[src/rtl/req_dispatcher.sv]
// rtl/req_dispatcher.sv - arbitrates alloc/free request FIFOs, validates page counts, issues size-classed commands
module req_dispatcher #(
    parameter int ID_W           = 8,
    parameter int IDX_W          = 16,
    parameter int CNT_W          = 4,
    parameter int SZ_W           = 2,
    parameter int FIFO_PTR_W     = 6,
    parameter int MAX_PAGES      = 8,
    parameter int FREE_THRESHOLD = 32,
    parameter int STARVE_LIMIT   = 16,
    parameter int SWITCH_GAP     = 5
) (
    input  logic                  clk,
    input  logic                  rst_n,
    input  logic                  alloc_fifo_empty,
    output logic                  alloc_req_pop,
    input  logic [ID_W-1:0]       alloc_req_id,
    input  logic [CNT_W-1:0]      alloc_req_page_count,
    input  logic                  free_fifo_empty,
    output logic                  free_req_pop,
    input  logic [ID_W-1:0]       free_req_id,
    input  logic [IDX_W-1:0]      free_req_page_idx,
    input  logic [CNT_W-1:0]      free_req_page_count,
    input  logic [FIFO_PTR_W:0]   free_fifo_data_count,
    input  logic                  fdt_blocked,
    output logic                  alloc_out_valid,
    output logic [ID_W-1:0]       alloc_out_id,
    output logic [SZ_W-1:0]       alloc_out_size,
    output logic                  free_out_valid,
    output logic [ID_W-1:0]       free_out_id,
    output logic [IDX_W-1:0]      free_out_page_idx,
    output logic [SZ_W-1:0]       free_out_size,
    output logic                  alloc_rsp_write_en,
    output logic [ID_W-1:0]       alloc_rsp_id,
    output logic                  alloc_rsp_fail,
    output logic [1:0]            alloc_rsp_fail_reason,
    input  logic                  alloc_rsp_fifo_almost_full,
    output logic                  free_rsp_write_en,
    output logic [ID_W-1:0]       free_rsp_id,
    output logic                  free_rsp_fail,
    output logic [1:0]            free_rsp_fail_reason,
    input  logic                  free_rsp_fifo_almost_full,
    output logic                  mode,
    output logic                  busy
);

    localparam int RUN_W = $clog2(STARVE_LIMIT + 1);
    localparam int FDC_W = FIFO_PTR_W + 1;
    localparam logic [RUN_W-1:0] RUN_MAX  = RUN_W'(STARVE_LIMIT);
    localparam logic [FDC_W-1:0] FREE_TH  = FDC_W'(FREE_THRESHOLD);
    localparam logic [CNT_W-1:0] MAX_CNT  = CNT_W'(MAX_PAGES);
    localparam logic [3:0]       GAP_LAST = 4'(SWITCH_GAP - 1);

    typedef enum logic [2:0] {
        IDLE, A_POP, A_CHECK, F_POP, F_CHECK, DRAIN, SPIN1, SPIN2
    } state_t;

    state_t              state_q, state_d;
    logic                mode_q, mode_d, busy_q, busy_d;
    logic [RUN_W-1:0]    run_q, run_d;
    logic [3:0]          gap_q, gap_d;
    logic                a_valid_q, a_valid_d, f_valid_q, f_valid_d;
    logic [ID_W-1:0]     a_id_q, a_id_d, f_id_q, f_id_d;
    logic [SZ_W-1:0]     a_size_q, a_size_d, f_size_q, f_size_d;
    logic [IDX_W-1:0]    f_idx_q, f_idx_d;
    logic                a_we_q, a_we_d, f_we_q, f_we_d;
    logic [ID_W-1:0]     a_rid_q, a_rid_d, f_rid_q, f_rid_d;
    logic                a_fail_q, a_fail_d, f_fail_q, f_fail_d;
    logic [1:0]          a_rsn_q, a_rsn_d, f_rsn_q, f_rsn_d;

    logic alloc_ok, free_ok, starved;

    // Size class is the bit length of (count - 1), i.e. ceil(log2(count)).
    function automatic logic [SZ_W-1:0] size_class(input logic [CNT_W-1:0] c);
        logic [CNT_W-1:0] m;
        logic [SZ_W-1:0]  s;
        m = c - 1'b1;
        s = '0;
        for (int i = 0; i < CNT_W; i++) begin
            if (m[i]) s = SZ_W'(i + 1);
        end
        return s;
    endfunction

    assign alloc_ok = !alloc_fifo_empty && !alloc_rsp_fifo_almost_full && !fdt_blocked;
    assign free_ok  = !free_fifo_empty && !free_rsp_fifo_almost_full;
    assign starved  = (run_q >= RUN_MAX);

    always_comb begin
        state_d  = state_q;
        mode_d   = mode_q;
        run_d    = run_q;
        gap_d    = gap_q;
        a_valid_d = 1'b0;
        a_id_d   = a_id_q;
        a_size_d = a_size_q;
        f_valid_d = 1'b0;
        f_id_d   = f_id_q;
        f_size_d = f_size_q;
        f_idx_d  = f_idx_q;
        a_we_d   = 1'b0;
        a_rid_d  = '0;
        a_fail_d = 1'b0;
        a_rsn_d  = 2'd0;
        f_we_d   = 1'b0;
        f_rid_d  = '0;
        f_fail_d = 1'b0;
        f_rsn_d  = 2'd0;
        unique case (state_q)
            IDLE: begin
                if (!alloc_ok && !free_ok) begin
                    state_d = SPIN1;
                end else if (!mode_q) begin
                    if (free_ok && (!alloc_ok || free_fifo_data_count >= FREE_TH ||
                                    fdt_blocked || starved))
                        state_d = DRAIN;
                    else
                        state_d = A_POP;
                end else begin
                    if (alloc_ok && (!free_ok || starved))
                        state_d = DRAIN;
                    else
                        state_d = F_POP;
                end
            end
            A_POP: state_d = A_CHECK;
            A_CHECK: begin
                state_d = IDLE;
                if (!starved) run_d = run_q + 1'b1;
                if (alloc_req_page_count == '0 || alloc_req_page_count > MAX_CNT) begin
                    a_we_d   = 1'b1;
                    a_rid_d  = alloc_req_id;
                    a_fail_d = 1'b1;
                    a_rsn_d  = (alloc_req_page_count == '0) ? 2'd1 : 2'd2;
                end else begin
                    a_valid_d = 1'b1;
                    a_id_d    = alloc_req_id;
                    a_size_d  = size_class(alloc_req_page_count);
                end
            end
            F_POP: state_d = F_CHECK;
            F_CHECK: begin
                state_d = IDLE;
                if (!starved) run_d = run_q + 1'b1;
                if (free_req_page_count == '0 || free_req_page_count > MAX_CNT) begin
                    f_we_d   = 1'b1;
                    f_rid_d  = free_req_id;
                    f_fail_d = 1'b1;
                    f_rsn_d  = (free_req_page_count == '0) ? 2'd1 : 2'd2;
                end else begin
                    f_valid_d = 1'b1;
                    f_id_d    = free_req_id;
                    f_idx_d   = free_req_page_idx;
                    f_size_d  = size_class(free_req_page_count);
                end
            end
            DRAIN: begin
                if (gap_q == GAP_LAST) begin
                    gap_d   = '0;
                    mode_d  = ~mode_q;
                    run_d   = '0;
                    state_d = IDLE;
                end else begin
                    gap_d = gap_q + 1'b1;
                end
            end
            SPIN1: state_d = SPIN2;
            SPIN2: state_d = IDLE;
            default: state_d = IDLE;
        endcase
        busy_d = !(state_d inside {IDLE, SPIN1, SPIN2});
    end

    always_ff @(posedge clk or negedge rst_n) begin
        if (!rst_n) begin
            state_q   <= IDLE;
            mode_q    <= 1'b0;
            busy_q    <= 1'b0;
            run_q     <= '0;
            gap_q     <= '0;
            a_valid_q <= 1'b0;
            a_id_q    <= '0;
            a_size_q  <= '0;
            f_valid_q <= 1'b0;
            f_id_q    <= '0;
            f_size_q  <= '0;
            f_idx_q   <= '0;
            a_we_q    <= 1'b0;
            a_rid_q   <= '0;
            a_fail_q  <= 1'b0;
            a_rsn_q   <= 2'd0;
            f_we_q    <= 1'b0;
            f_rid_q   <= '0;
            f_fail_q  <= 1'b0;
            f_rsn_q   <= 2'd0;
        end else begin
            state_q   <= state_d;
            mode_q    <= mode_d;
            busy_q    <= busy_d;
            run_q     <= run_d;
            gap_q     <= gap_d;
            a_valid_q <= a_valid_d;
            a_id_q    <= a_id_d;
            a_size_q  <= a_size_d;
            f_valid_q <= f_valid_d;
            f_id_q    <= f_id_d;
            f_size_q  <= f_size_d;
            f_idx_q   <= f_idx_d;
            a_we_q    <= a_we_d;
            a_rid_q   <= a_rid_d;
            a_fail_q  <= a_fail_d;
            a_rsn_q   <= a_rsn_d;
            f_we_q    <= f_we_d;
            f_rid_q   <= f_rid_d;
            f_fail_q  <= f_fail_d;
            f_rsn_q   <= f_rsn_d;
        end
    end

    // Pops are the only unregistered outputs: a pulse for exactly the POP state.
    assign alloc_req_pop         = (state_q == A_POP);
    assign free_req_pop          = (state_q == F_POP);
    assign alloc_out_valid       = a_valid_q;
    assign alloc_out_id          = a_id_q;
    assign alloc_out_size        = a_size_q;
    assign free_out_valid        = f_valid_q;
    assign free_out_id           = f_id_q;
    assign free_out_page_idx     = f_idx_q;
    assign free_out_size         = f_size_q;
    assign alloc_rsp_write_en    = a_we_q;
    assign alloc_rsp_id          = a_rid_q;
    assign alloc_rsp_fail        = a_fail_q;
    assign alloc_rsp_fail_reason = a_rsn_q;
    assign free_rsp_write_en     = f_we_q;
    assign free_rsp_id           = f_rid_q;
    assign free_rsp_fail         = f_fail_q;
    assign free_rsp_fail_reason  = f_rsn_q;
    assign mode                  = mode_q;
    assign busy                  = busy_q;

endmodule

[config.mk]
export PLATFORM = sky130hd
export DESIGN_NAME = req_dispatcher
export DESIGN_NICKNAME = d
export VERILOG_FILES = /design/src/rtl/req_dispatcher.sv
export SDC_FILE = /design/constraint.sdc
export NUM_CORES = 1
export LEC_CHECK = 0
export ABC_AREA = 1
export BUFFER_PORTS_ARGS = -buffer_cell sky130_fd_sc_hd__buf_2
export CORE_ASPECT_RATIO = 1.75
export CORE_MARGIN = 3
export CORE_UTILIZATION = 49
export CTS_BUF_LIST = sky130_fd_sc_hd__clkbuf_16
export DETAILED_ROUTE_END_ITERATION = 8
export MAX_ROUTING_LAYER = met4
export PLACE_DENSITY = 0.86
export RECOVER_POWER = 25
export SLEW_MARGIN = 20
export SYNTH_ARGS = -nofsm -noshare
export SYNTH_HDL_FRONTEND = slang
export SYNTH_SLANG_ARGS = --single-unit
export TNS_END_PERCENT = 1
[constraint.sdc]
create_clock -name clk -period 1.8 [get_ports clk]
set_input_delay 0.18 -clock clk [delete_from_list [all_inputs] [get_ports clk]]
set_output_delay 0.18 -clock clk [all_outputs]
set_load 0.01 [all_outputs]
==> run summary <==
WHS Path Cells = 3
depth of the worst register-to-register path = 6
most frequent cell after synthesis = nand2_1
Psw = 2.34 mW
Clock Tree Buf Depth = 2
synth warn = 0
CTS clk-pin slew, worst paths = 0.05 ns
antenna viol nets, final = 0
flops & latches, synth = 74
Setup crit start kind = flip-flop
Area Growth Syn to Fin = 27.3%
clk sink count = 74
CTS root buffer = clkbuf_16
Combinational Power Share = 0.363
EDFF count, synth = 0
Synth Instances = 334
routed wire length = 6.72 mm
IO Count = 120
Setup Fix Bufs, Post-CTS = 0
Core ar. = 6280 sq um
fill count = 502
Setup Skew = 0.00375 ns
PwrDens = 1570 nW/um^2
First DRT Iteration DRCs = 170
Reg power frac = 0.407
Max Fanout on Critical Path = 35
PortBufs = 114
share of cells above drive strength 1 = 0.336
DR pass1 iterations = 4
All-Layer GR Usage = 0.194
post-DP HPWL = 4.99 mm
Post-synth top flop = dfrtp_1
Final Hold Viols = 0
final setup TNS = 0 ns
worst skew pair latency = 0.32 ns
Initial Util = 0.508
cts hold-fix bufs = 1
Final Util = 0.647
FFs w/ async S/R, synth = 1.00
Post-Syn Area per Cell = 9.55 sq um
DRC viols = 0
# nets final = 516
status = finished, final reports clean
Cell variety after synth = 34
Synth Cell Area = 3190 sq um
total CTS buffers = 9
largest area contributor in the netlist = dfrtp_1
Routed WL per cell = 12.6 um
P_leak = 2.39 nW
H-tree depth = 3
diode count = 0
sequential area share after synthesis = 0.580
Post-CTS Resized = 0
max cap viols = 0
die area = 7550 sq um
number of global-route vias before repair = 2436
CP Capture Type = flip-flop
fin crit period = 1.54 ns
first-pass GRT wire length = 10.8 mm
TritonCTS clock tree = yes
Syn Nets = 396
largest net degree at the start of global routing = 47
Die W = 67 um
die height = 113 um
Overflow after GRT = 0
Slew headroom = 0.504
Final Cycle Share = 0.856
Internal = 4.03 mW
area of the multi-input gates = 1100 sq um
Crit Path Category = reg2reg
clock share of power = 0.230
Post-synth top cells = nand2_1 (95), dfrtp_1 (74), inv_1 (35), nor2_1 (30), nand3_1 (14)
VDD IR max = 0.741 mV
routed vias = 2543
Routability Congestion = 0.792
sw frac = 0.367
Reg area = 1850 sq um
synth top area cells = dfrtp_1 (58%), nand2_1 (11%), inv_1 (4.1%), nor2_1 (3.5%), ha_1 (3.1%)
worst slew pin tran = 0.744 ns
CP required = 1.99 ns
antenna violations before repair = 0
Cell Rows = 38
Max Clock Freq = 649 MHz
RSZ-0062 raised after global routing = no
Min-Delay Path Class = in2reg
Final setup viols = 0
vias per cell = 4.75
worst path arrival time = 1.74 ns
Synth top area share = 0.580
final slew viol count = 0
-- sequential cells by signal, indices dropped and copies added, names as in the netlist, 3 cells and up --
signal,cells
alloc_rsp_id,8
free_out_page_idx,16
gap_q,4
state_q,3
free_out_id,8
run_q,5
free_rsp_id,8
alloc_out_id,8
-- cells in the final DEF, fill, tap and decap left out, types with 2 or more instances in the layout --
cell type and instances:
buf_2 113, nand2_1 95, dfrtp_1 74, inv_1 37
nor2_1 30, nand3_1 14, o21ai_1 13, clkbuf_16 9
ha_1 8, o21ai_0 7, xor2_1 6, inv_2 5
nand2_2 5, a21oi_1 5, o31ai_1 3, o21ai_2 3
nand3_4 2, or2_1 2, nand3_2 2, nor2_2 2
or2_2 2
-- power groups by stage --
stage / Sequential, mW / Combinational (mW) / Clock (mW)
floorplan: 2.82 / 1.31 / 0
global placement: 2.59 / 2.23 / 0
detailed placement: 2.61 / 2.34 / 0
CTS: 2.60 / 2.36 / 1.50
global route: 2.67 / 2.61 / 1.56
finish: 2.59 / 2.31 / 1.47
-- layer usage --
layer / global-route usage / wire [um] / up-vias
li1: - / - / 1263
met1: 0.203 / 2480 / 1188
met2: 0.333 / 3710 / 80
met3: 0.0437 / 381 / 12
met4: 0.0935 / 151 / 0
met5: - / 0 / -
-- critical path, cell delays in order, from the launching register on --
cell and delay (ns):
dfrtp_1 0.44, inv_2 0.14, nand3_4 0.15, nor2_8 0.31
inv_6 0.17, nand2_1 0.11, o21ai_0 0.08
-- metrics by stage --
stage	setup WS [ns]	area (sq um)	cells	hold WS, ns	power (mW)
finish	0.258	4060	535	0.0606	6.38
global route	0.122	4060	535	0.0561	6.84
CTS	0.250	4060	535	0.0516	6.45
detailed placement	0.156	3820	522	0.129	4.95
global placement	0.226	3820	522	0.115	4.82
floorplan	0.520	3190	334	-0.116	4.13
-- path summary, 6_finish.rpt --
path / endpoint / slack (ns) / from
worst max register to register: free_out_size[0]$_DFFE_PN0P_ / 0.26 / state_q[1]$_DFF_PN0_
worst min-delay path: free_out_page_idx[14]$_DFFE_PN0P_ / 0.06 / free_req_page_idx[14]
max in group asynchronous: run_q[0]$_DFFE_PN0P_ / 0.65 / rst_n
worst min register to register: free_out_page_idx[3]$_DFFE_PN0P_ / 0.46 / free_out_page_idx[3]$_DFFE_PN0P_
min in group asynchronous: free_out_page_idx[9]$_DFFE_PN0P_ / 0.46 / rst_n
worst max-delay path: free_out_size[0]$_DFFE_PN0P_ / 0.26 / state_q[1]$_DFF_PN0_
-- area by class of cell --
class / instances / area share
Multi-Input combinational cell: 210 / 0.271
Sequential cell: 74 / 0.456
Timing Repair Buffer: 116 / 0.148
Tap cell: 80 / 0.0246
Clock inverter: 3 / 0.00308
Clock buffer: 9 / 0.0555
Inverter: 43 / 0.0416
-- kinds of logic after synthesis --
group / share of synthesized area
and+or+nand+nor: 0.231
buffers and inverters: 0.0741
DFF: 0.580
adders and majority gates: 0.0314
xor gates and xnor gates: 0.0192
AOI/OAI and AO/OA: 0.0643
No activity file was read; power rests on OpenSTA's default activity.
